`config.mk`:
```
export PLATFORM = sky130hd
export DESIGN_NAME = jtag_dtm_tap_flat
export DESIGN_NICKNAME = d
export VERILOG_FILES = /design/src/rtl/jtag_dtm_tap_if.sv /design/src/rtl/jtag_dtm_tap.sv /design/src/flat_wrapper.sv
export SDC_FILE = /design/constraint.sdc
export NUM_CORES = 1
export LEC_CHECK = 0
export BUFFER_PORTS_ARGS = -buffer_cell sky130_fd_sc_hd__buf_4
export CORE_MARGIN = 8
export CORE_UTILIZATION = 40
export DETAILED_ROUTE_END_ITERATION = 12
export PLACE_DENSITY_LB_ADDON = 0.25
export SLEW_MARGIN = 10
export SYNTH_ARGS = -nofsm -noshare
export SYNTH_HDL_FRONTEND = slang
export SYNTH_SLANG_ARGS = --single-unit
```
`constraint.sdc`:
```
create_clock -name tck_i -period 3.1 [get_ports tck_i]
set_clock_uncertainty 0.2 [all_clocks]
set_input_delay 0.62 -clock tck_i [delete_from_list [all_inputs] [get_ports tck_i]]
set_output_delay 0.62 -clock tck_i [all_outputs]
set_load 0.05 [all_outputs]
```
`src/rtl/jtag_dtm_tap_if.sv`:
```
// Debug Module Interface (DMI) bundle between the JTAG DTM and a debug module.
//
// Signal suffixes are from the DTM's point of view: _o is driven by the DTM,
// _i is driven by the debug module.
//   dmi_req_valid_o / dmi_req_ready_i   request handshake
//   dmi_req_addr_o  [AddrWidth-1:0]     register address
//   dmi_req_data_o  [31:0]              write data
//   dmi_req_op_o    [1:0]               1 = read, 2 = write
//   dmi_resp_valid_i / dmi_resp_ready_o response handshake
//   dmi_resp_data_i [31:0]              read data
//   dmi_resp_resp_i [1:0]               0 = ok, 2 = failed
//
// Modports: master = DTM side, slave = debug module side.
interface jtag_dtm_tap_if #(
  parameter int unsigned AddrWidth = 7
);
  logic                 dmi_req_valid_o;
  logic                 dmi_req_ready_i;
  logic [AddrWidth-1:0] dmi_req_addr_o;
  logic [31:0]          dmi_req_data_o;
  logic [1:0]           dmi_req_op_o;
  logic                 dmi_resp_valid_i;
  logic                 dmi_resp_ready_o;
  logic [31:0]          dmi_resp_data_i;
  logic [1:0]           dmi_resp_resp_i;

  modport master (
    output dmi_req_valid_o, dmi_req_addr_o, dmi_req_data_o, dmi_req_op_o,
    output dmi_resp_ready_o,
    input  dmi_req_ready_i, dmi_resp_valid_i, dmi_resp_data_i, dmi_resp_resp_i
  );

  modport slave (
    input  dmi_req_valid_o, dmi_req_addr_o, dmi_req_data_o, dmi_req_op_o,
    input  dmi_resp_ready_o,
    output dmi_req_ready_i, dmi_resp_valid_i, dmi_resp_data_i, dmi_resp_resp_i
  );
endinterface

```
`src/rtl/jtag_dtm_tap.sv`:
```
// RISC-V JTAG debug transport module: IEEE 1149.1 TAP controller with
// IDCODE, DTMCS, DMI and BYPASS data registers. DMI scans are turned into
// request/response transactions on the DMI bundle, all in the tck domain.
//
// Ports:
//   tck_i     JTAG clock (also clocks the DMI side)
//   rst_n     asynchronous active-low reset
//   tms_i     test mode select, sampled on tck rising edge
//   tdi_i     test data in, sampled on tck rising edge
//   tdo_o     test data out, updated on tck falling edge
//   tdo_oe_o  high while in Shift-IR / Shift-DR
//   dmi       DMI master modport (request / response handshakes)
//
// Optional feature macro: DTM_DMIHARDRESET_EN
//   When defined, a DTMCS update with bit 17 set aborts any outstanding DMI
//   transaction and clears the sticky error. Otherwise bit 17 is ignored.
module jtag_dtm_tap #(
  parameter logic [31:0] IdcodeValue = 32'h0000_0DB3,
  parameter int unsigned IrLength    = 5,
  parameter int unsigned AddrWidth   = 7
) (
  input  logic           tck_i,
  input  logic           rst_n,
  input  logic           tms_i,
  input  logic           tdi_i,
  output logic           tdo_o,
  output logic           tdo_oe_o,
  jtag_dtm_tap_if.master dmi
);

  localparam int unsigned DrWidth = AddrWidth + 34;

  localparam logic [IrLength-1:0] IR_IDCODE = IrLength'(5'h01);
  localparam logic [IrLength-1:0] IR_DTMCS  = IrLength'(5'h10);
  localparam logic [IrLength-1:0] IR_DMI    = IrLength'(5'h11);

  localparam logic [1:0] ERR_OK   = 2'd0;
  localparam logic [1:0] ERR_FAIL = 2'd2;
  localparam logic [1:0] ERR_BUSY = 2'd3;
  localparam logic [1:0] OP_READ  = 2'd1;
  localparam logic [1:0] OP_WRITE = 2'd2;

  typedef enum logic [3:0] {
    TAP_TLR, TAP_RTI,
    TAP_SEL_DR, TAP_CAP_DR, TAP_SH_DR, TAP_EX1_DR, TAP_PA_DR, TAP_EX2_DR, TAP_UPD_DR,
    TAP_SEL_IR, TAP_CAP_IR, TAP_SH_IR, TAP_EX1_IR, TAP_PA_IR, TAP_EX2_IR, TAP_UPD_IR
  } tap_state_e;

  typedef enum logic [1:0] {DMI_IDLE, DMI_REQ, DMI_WAIT} dmi_state_e;

  typedef enum logic [1:0] {SEL_BYPASS, SEL_IDCODE, SEL_DTMCS, SEL_DMI} dr_sel_e;

  tap_state_e           tap_q, tap_d;
  logic [IrLength-1:0]  ir_q, ir_d;
  logic [IrLength-1:0]  ir_sr_q, ir_sr_d;
  logic [DrWidth-1:0]   dr_q, dr_d;
  dmi_state_e           dmi_state_q, dmi_state_d;
  logic [1:0]           err_q, err_d;
  logic [AddrWidth-1:0] req_addr_q, req_addr_d;
  logic [31:0]          req_data_q, req_data_d;
  logic [1:0]           req_op_q, req_op_d;
  logic [31:0]          resp_data_q, resp_data_d;
  logic                 tdo_q, tdo_d;
  logic                 tdo_oe_q, tdo_oe_d;

  dr_sel_e              dr_sel;
  logic                 dmi_busy;
  logic                 err_clear;
  logic [31:0]          dtmcs_capture;
  logic [1:0]           upd_op;
  logic [31:0]          upd_data;
  logic [AddrWidth-1:0] upd_addr;

  // ---------------------------------------------------------------- TAP FSM
  always_comb begin
    tap_d = tap_q;
    case (tap_q)
      TAP_TLR:    tap_d = tms_i ? TAP_TLR    : TAP_RTI;
      TAP_RTI:    tap_d = tms_i ? TAP_SEL_DR : TAP_RTI;
      TAP_SEL_DR: tap_d = tms_i ? TAP_SEL_IR : TAP_CAP_DR;
      TAP_CAP_DR: tap_d = tms_i ? TAP_EX1_DR : TAP_SH_DR;
      TAP_SH_DR:  tap_d = tms_i ? TAP_EX1_DR : TAP_SH_DR;
      TAP_EX1_DR: tap_d = tms_i ? TAP_UPD_DR : TAP_PA_DR;
      TAP_PA_DR:  tap_d = tms_i ? TAP_EX2_DR : TAP_PA_DR;
      TAP_EX2_DR: tap_d = tms_i ? TAP_UPD_DR : TAP_SH_DR;
      TAP_UPD_DR: tap_d = tms_i ? TAP_SEL_DR : TAP_RTI;
      TAP_SEL_IR: tap_d = tms_i ? TAP_TLR    : TAP_CAP_IR;
      TAP_CAP_IR: tap_d = tms_i ? TAP_EX1_IR : TAP_SH_IR;
      TAP_SH_IR:  tap_d = tms_i ? TAP_EX1_IR : TAP_SH_IR;
      TAP_EX1_IR: tap_d = tms_i ? TAP_UPD_IR : TAP_PA_IR;
      TAP_PA_IR:  tap_d = tms_i ? TAP_EX2_IR : TAP_PA_IR;
      TAP_EX2_IR: tap_d = tms_i ? TAP_UPD_IR : TAP_SH_IR;
      TAP_UPD_IR: tap_d = tms_i ? TAP_SEL_DR : TAP_RTI;
      default:    tap_d = TAP_TLR;
    endcase
  end

  // Undefined instruction codes fall through to BYPASS.
  always_comb begin
    case (ir_q)
      IR_IDCODE: dr_sel = SEL_IDCODE;
      IR_DTMCS:  dr_sel = SEL_DTMCS;
      IR_DMI:    dr_sel = SEL_DMI;
      default:   dr_sel = SEL_BYPASS;
    endcase
  end

  assign dmi_busy      = (dmi_state_q != DMI_IDLE);
  assign dtmcs_capture = {14'b0, 1'b0, 1'b0, 1'b0, 3'd1, err_q, 6'(AddrWidth), 4'd1};
  assign upd_op        = dr_q[1:0];
  assign upd_data      = dr_q[33:2];
  assign upd_addr      = dr_q[DrWidth-1:34];

  // ------------------------------------------------ registers and DMI FSM
  always_comb begin
    ir_d        = ir_q;
    ir_sr_d     = ir_sr_q;
    dr_d        = dr_q;
    dmi_state_d = dmi_state_q;
    err_d       = err_q;
    req_addr_d  = req_addr_q;
    req_data_d  = req_data_q;
    req_op_d    = req_op_q;
    resp_data_d = resp_data_q;
    err_clear   = 1'b0;

    // Debug-module side progress of the outstanding transaction.
    case (dmi_state_q)
      DMI_REQ: begin
        if (dmi.dmi_req_ready_i) dmi_state_d = DMI_WAIT;
      end
      DMI_WAIT: begin
        if (dmi.dmi_resp_valid_i) begin
          dmi_state_d = DMI_IDLE;
          resp_data_d = dmi.dmi_resp_data_i;
          // First error wins; a later failure never masks a busy error.
          if (dmi.dmi_resp_resp_i == ERR_FAIL && err_q == ERR_OK) err_d = ERR_FAIL;
        end
      end
      default: ;
    endcase

    // JTAG side actions, taken on the rising edge that leaves each state.
    case (tap_q)
      TAP_CAP_IR: ir_sr_d = IrLength'(1);
      TAP_SH_IR:  ir_sr_d = {tdi_i, ir_sr_q[IrLength-1:1]};
      TAP_UPD_IR: ir_d    = ir_sr_q;
      TAP_CAP_DR: begin
        case (dr_sel)
          SEL_IDCODE: dr_d = DrWidth'(IdcodeValue);
          SEL_DTMCS:  dr_d = DrWidth'(dtmcs_capture);
          SEL_DMI: begin
            // Scanning while a transaction is in flight reports busy and
            // makes it sticky so the debugger knows to back off.
            dr_d = {req_addr_q, resp_data_q, dmi_busy ? ERR_BUSY : err_q};
            if (dmi_busy) err_d = ERR_BUSY;
          end
          default:    dr_d = '0;
        endcase
      end
      TAP_SH_DR: begin
        case (dr_sel)
          SEL_IDCODE, SEL_DTMCS: dr_d = DrWidth'({tdi_i, dr_q[31:1]});
          SEL_DMI:               dr_d = {tdi_i, dr_q[DrWidth-1:1]};
          default:               dr_d = DrWidth'(tdi_i);
        endcase
      end
      TAP_UPD_DR: begin
        if (dr_sel == SEL_DMI) begin
          if (upd_op == OP_READ || upd_op == OP_WRITE) begin
            if (dmi_busy) begin
              err_d = ERR_BUSY;
            end else if (err_q == ERR_OK) begin
              dmi_state_d = DMI_REQ;
              req_addr_d  = upd_addr;
              req_data_d  = upd_data;
              req_op_d    = upd_op;
            end
          end
        end else if (dr_sel == SEL_DTMCS) begin
          err_clear = dr_q[16];
`ifdef DTM_DMIHARDRESET_EN
          if (dr_q[17]) begin
            err_clear   = 1'b1;
            dmi_state_d = DMI_IDLE;
          end
`endif
        end
      end
      default: ;
    endcase

    // dmireset has the last word over any error raised in the same cycle.
    if (err_clear) err_d = ERR_OK;

    if (tap_d == TAP_TLR) ir_d = IR_IDCODE;
  end

  always_ff @(posedge tck_i or negedge rst_n) begin
    if (!rst_n) begin
      tap_q       <= TAP_TLR;
      ir_q        <= IR_IDCODE;
      ir_sr_q     <= '0;
      dr_q        <= '0;
      dmi_state_q <= DMI_IDLE;
      err_q       <= ERR_OK;
      req_addr_q  <= '0;
      req_data_q  <= '0;
      req_op_q    <= '0;
      resp_data_q <= '0;
    end else begin
      tap_q       <= tap_d;
      ir_q        <= ir_d;
      ir_sr_q     <= ir_sr_d;
      dr_q        <= dr_d;
      dmi_state_q <= dmi_state_d;
      err_q       <= err_d;
      req_addr_q  <= req_addr_d;
      req_data_q  <= req_data_d;
      req_op_q    <= req_op_d;
      resp_data_q <= resp_data_d;
    end
  end

  // ------------------------------------------------------ falling-edge TDO
  always_comb begin
    tdo_d    = (tap_q == TAP_SH_IR) ? ir_sr_q[0] : dr_q[0];
    tdo_oe_d = (tap_q == TAP_SH_IR) || (tap_q == TAP_SH_DR);
  end

  always_ff @(negedge tck_i or negedge rst_n) begin
    if (!rst_n) begin
      tdo_q    <= 1'b0;
      tdo_oe_q <= 1'b0;
    end else begin
      tdo_q    <= tdo_d;
      tdo_oe_q <= tdo_oe_d;
    end
  end

  assign tdo_o    = tdo_q;
  assign tdo_oe_o = tdo_oe_q;

  // Request fields come straight from registers loaded only at launch, so
  // they cannot move while valid is high. Valid is decoded from state so an
  // asynchronous reset drops it at once.
  assign dmi.dmi_req_valid_o  = (dmi_state_q == DMI_REQ);
  assign dmi.dmi_req_addr_o   = req_addr_q;
  assign dmi.dmi_req_data_o   = req_data_q;
  assign dmi.dmi_req_op_o     = req_op_q;
  assign dmi.dmi_resp_ready_o = 1'b1;

endmodule

```
`src/flat_wrapper.sv`:
```
// flat-port wrapper written by rule: the top's interface ports become plain ports
module jtag_dtm_tap_flat 
#(
  parameter logic [31:0] IdcodeValue = 32'h0000_0DB3,
  parameter int unsigned IrLength    = 5,
  parameter int unsigned AddrWidth   = 7
)
  (tck_i, rst_n, tms_i, tdi_i, tdo_o, tdo_oe_o, dmi_dmi_req_valid_o, dmi_dmi_req_addr_o, dmi_dmi_req_data_o, dmi_dmi_req_op_o, dmi_dmi_resp_ready_o, dmi_dmi_req_ready_i, dmi_dmi_resp_valid_i, dmi_dmi_resp_data_i, dmi_dmi_resp_resp_i);
  jtag_dtm_tap_if #(.AddrWidth(AddrWidth)) dmi_i ();
  input  logic tck_i;
  input  logic rst_n;
  input  logic tms_i;
  input  logic tdi_i;
  output logic tdo_o;
  output logic tdo_oe_o;
  output wire logic [$bits(dmi_i.dmi_req_valid_o)-1:0] dmi_dmi_req_valid_o;
  output wire logic [$bits(dmi_i.dmi_req_addr_o)-1:0] dmi_dmi_req_addr_o;
  output wire logic [$bits(dmi_i.dmi_req_data_o)-1:0] dmi_dmi_req_data_o;
  output wire logic [$bits(dmi_i.dmi_req_op_o)-1:0] dmi_dmi_req_op_o;
  output wire logic [$bits(dmi_i.dmi_resp_ready_o)-1:0] dmi_dmi_resp_ready_o;
  input wire logic [$bits(dmi_i.dmi_req_ready_i)-1:0] dmi_dmi_req_ready_i;
  input wire logic [$bits(dmi_i.dmi_resp_valid_i)-1:0] dmi_dmi_resp_valid_i;
  input wire logic [$bits(dmi_i.dmi_resp_data_i)-1:0] dmi_dmi_resp_data_i;
  input wire logic [$bits(dmi_i.dmi_resp_resp_i)-1:0] dmi_dmi_resp_resp_i;
  assign dmi_dmi_req_valid_o = dmi_i.dmi_req_valid_o;
  assign dmi_dmi_req_addr_o = dmi_i.dmi_req_addr_o;
  assign dmi_dmi_req_data_o = dmi_i.dmi_req_data_o;
  assign dmi_dmi_req_op_o = dmi_i.dmi_req_op_o;
  assign dmi_dmi_resp_ready_o = dmi_i.dmi_resp_ready_o;
  assign dmi_i.dmi_req_ready_i = dmi_dmi_req_ready_i;
  assign dmi_i.dmi_resp_valid_i = dmi_dmi_resp_valid_i;
  assign dmi_i.dmi_resp_data_i = dmi_dmi_resp_data_i;
  assign dmi_i.dmi_resp_resp_i = dmi_dmi_resp_resp_i;
  jtag_dtm_tap #(.IdcodeValue(IdcodeValue), .IrLength(IrLength), .AddrWidth(AddrWidth)) u_core (.tck_i(tck_i), .rst_n(rst_n), .tms_i(tms_i), .tdi_i(tdi_i), .tdo_o(tdo_o), .tdo_oe_o(tdo_oe_o), .dmi(dmi_i));
endmodule
```
; ---- After elaboration in Yosys (flattened, before gate mapping)
; Cells that the tools add are included.
[totals]
reg_bits = 134
input_bits = 40
out_inout_bits = 45
[op_classes]
n_eq_ne = 26
mux = 42
bitwise_logic = 1
reduce_logical = 16
[ops]
columns = op, n
row1 = 41-bit case mux with 2 select lines, 2
row2 = 41-bit case mux with 3 select lines, 1
row3 = 4-bit case mux with 12 select lines, 1
row4 = 2-bit two-way mux, 19
row5 = 4-bit equality test (second input constant), 8
row6 = 4-bit by 3-bit equality test with 1-bit output (second input constant), 4
row7 = 4-bit two-way mux, 4
row8 = 2-bit equality test (second input constant), 5
row9 = 5-bit equality test (second input constant), 2
row10 = 5-bit two-way mux, 2
row11 = 5-bit case mux with 2 select lines, 1
row12 = 4-bit by 2-bit equality test with 1-bit output (second input constant), 2
row13 = 4-bit logical NOT, 2
row14 = 2-bit case mux with 2 select lines, 2
row15 = 2-bit nonzero test, 4
row16 = 1-bit two-way mux, 7
row17 = 2-bit by 1-bit equality test with 1-bit output (second input constant), 3
row18 = 3-bit two-way mux, 2
row19 = 2-bit case mux with 3 select lines, 1
row20 = 2-bit OR reduction, 3
row21 = 5-bit by 1-bit equality test with 1-bit output (second input constant), 1
row22 = 5-bit AND reduction, 1
row23 = 4-bit by 1-bit equality test with 1-bit output (second input constant), 1
row24 = 3-bit OR reduction, 1
row25 = other kinds (5), 6

; ---- Depth between registers and ports, before layout
[logic_depth]
depth_word = 10
ltp_mapped = 8

==> impl_metrics.tcl <==
set metrics [dict create \
    design_area_um2 7605 \
    crit_path_top_delay_cell "dfrtn_1" \
    clock_latency_ns 0.42 \
    violations "negative setup slack" \
    antenna_left 0 \
    finalPower_mw 6.616 \
    hpwlAfterDp_um 9415 \
    critPathArrivalTime_ns 2.50 \
    p_per_area_nw_per_um2 870.0 \
    place_congestion 0.7877 \
    cts_tree "done" \
    post-synth-top-count-cell "dfrtp_1" \
    wl_per_cell_um 17.31 \
    setup_viol 2 \
    synth_common_cells "dfrtp_1 (131), nor2_1 (56), mux2_4 (38)" \
    cpPeakStageDelay_ns 0.40 \
    synth_area_leaders "dfrtp_1 (54%), mux2_4 (9.5%), mux2_2 (6.9%), nor2_1 (3.5%), a221oi_1 (3.0%)" \
    p_leak_nw 3.706 \
    h-tree-depth 4 \
    fin_tns_setup_ns -0.4319 \
    first_iter_violations 344 \
    hold_path.class "in2async" \
    grt_max_degree 76 \
    rows 45 \
    cts.sinks 134 \
    worst_pin_slew_ns 0.9414 \
    die_w_um 138.9 \
    cts_root_buf "clkbuf_16" \
    path_max_fanout 1 \
    vias 4154 \
    cp_cell_sequence "buf_6" \
    relSlewSlack 0.3724 \
    critPathCaptureType "output port" \
    rsz0062_at_grt "yes" \
    status "finished, violations left" \
    ys_async_sr_fraction 1.000 \
    synth_top_area_cell "dfrtp_1" \
    syn_avg_cell_area_um2 12.17 \
    drive_above_1_share 0.3693 \
    yosysWarnings 0 \
    dpl-instance-area_um2 6880 \
    port_buffers 83 \
    dieArea_um2 19280 \
    grt_usage 0.1479 \
    grt_pass1_wl_um 22870 \
    maxCapViolations 0 \
    core_area_um2 14980 \
    worst-path-buf-inv 1 \
    antenna_found_initial 0 \
    syn_to_final_growth_pct 25.97 \
    overflow 0 \
    crit_family "flip-flops" \
    vdd_drop_max_mv 0.4687 \
    final_nets 623 \
    die_h_um 138.9 \
    cts_buffers 17 \
    cts_buffer_depth 2 \
    path_class "reg2out" \
    hold_viol 0 \
    cts.clk_slew.worst_paths_ns 0.06 \
    ys.flop_type "dfrtp_1" \
    synth_enable_flop_cells 0 \
    drc_errors 0 \
    ys_seq_area_frac 0.5556 \
    mappedNetlistArea_um2 6037 \
    yosys.area.top_type_share 0.5430 \
    diodes 0 \
    drt_first_pass_iters 5 \
    postCtsSetupBuffers 0 \
    postRouteWirelength_um 13520 \
    ioPinCount 85 \
    synth_cell_type_count 61 \
    via_per_inst 5.319 \
    layout_setup_ws_ns -0.2162 \
    syn_inst 496 \
    cp.required_ns 2.28 \
    initial_core_util 0.4031 \
    synth-seq-cells 134 \
    grt_pass1_vias 4419 \
    start_kind "register" \
    slew_viol_final 0 \
    syn_nets 539 \
]
[area by class of cell]
| cell class | count | area (um2) |
|---|---|---|
| Clock buffer | 19 | 442.9 |
| Multi-Input combinational cell | 315 | 2475 |
| Clock inverter | 13 | 274.0 |
| Tap cell | 188 | 235.2 |
| Sequential cell | 134 | 3354 |
| Inverter | 11 | 41.29 |
| Fill cell | 1318 | 7372 |
| Timing Repair Buffer | 101 | 782.0 |
[cell usage in the layout (no fill, tap or decap), types with 3 or more instances in the layout]
cell	instances
o22a_1	4
nor2_1	56
nand2b_1	3
nor2b_1	3
dfrtp_1	131
ha_1	3
inv_1	11
a21oi_1	10
buf_4	97
a221oi_1	21
o21ai_0	12
bufinv_16	8
or2_2	3
mux2_4	38
a21o_1	3
mux2i_1	12
buf_6	3
mux2_2	37
o22ai_1	3
a31oi_1	9
nand3_1	6
o31ai_1	11
nor3_1	8
clkbuf_16	17
nand2_1	30
[report_power, final]
| group | total (mW) | leakage [nW] | internal [mW] | switching [mW] |
|---|---|---|---|---|
| registers | 2.36 | 1.77 | 2.08 | 0.281 |
| logic | 1.83 | 1.59 | 0.698 | 1.13 |
| clock network | 2.43 | 0.344 | 1.69 | 0.737 |
| total | 6.62 | 3.71 | 4.47 | 2.15 |
[timing repair]
action / 4_1_cts / 5_1_grt
setup endpoints to repair: 2 / 2
hold buffers: 0 / 0
gates resized for setup: 2 / 0
[final timing paths]
check                                                   startpoint                                endpoint  slack [ns]  depth (start not counted)
worst max-delay path                        u_core.tdo_o$_DFF_NN0_                                   tdo_o       -0.22                          1
worst min-delay path                                         rst_n  u_core.dmi.dmi_req_op_o[0]$_DFFE_PN0P_        0.15                          2
worst max register to register           u_core.tap_q[2]$_DFF_PN0_                  u_core.tdo_o$_DFF_NN0_        0.17                          3
worst min register to register  u_core.resp_data_q[13]$_DFFE_PN0P_      u_core.resp_data_q[13]$_DFFE_PN0P_        0.31                          1
max in group asynchronous                                    rst_n               u_core.tdo_oe_o$_DFF_NN0_        1.35                          1
min in group tck_i                          dmi_dmi_resp_data_i[4]       u_core.resp_data_q[4]$_DFFE_PN0P_        0.23                          2
[state kept, by name, summed over array words and instances (netlist names)]
register,count
u_core.dmi.dmi_req_data_o,32
u_core.err_q,2
u_core.ir_q,5
u_core.dmi.dmi_req_addr_o,7
u_core.resp_data_q,32
u_core.dmi_state_q,2
u_core.tdo_oe_o,1
u_core.dmi.dmi_req_op_o,2
u_core.tap_q,4
u_core.tdo_o,1
u_core.dr_q,41
u_core.ir_sr_q,5
[routing by layer]
layer / global-route usage / vias up / share of wire
met2: 0.2348 / 105 / 0.48
met1: 0.1855 / 2079 / 0.46
li1: - / 1957 / -
met3: 0.04096 / 13 / 0.047
met5: 0 / - / 0
met4: 0.06470 / 0 / 0.014
[logic make-up (layout without fill, tap and decap cells)]
logic type	Yosys count	count (layout)	share of synthesized area
xor+xnor	2	2	0.002902
other cells	1	1	0.0006212
simple gates	128	128	0.1013
compound gates	94	94	0.1130
fa+ha+maj	3	3	0.006218
flops	134	134	0.5556
mux	87	87	0.1834
buf+inv	47	144	0.03689
[through the flow]
stage,util,cells,hold slack [ns],setup slack [ns]
after floorplan,-,496,0.1244,0.005629
after global placement,0.4594,749,0.2867,0.1699
after detailed placement,0.4594,749,0.2977,0.1781
after CTS,0.5078,781,0.1763,-0.2289
after global routing,0.5078,781,0.2159,-0.2384
final,0.5078,781,0.1515,-0.2162
No activity file was read; power rests on OpenSTA's default activity.
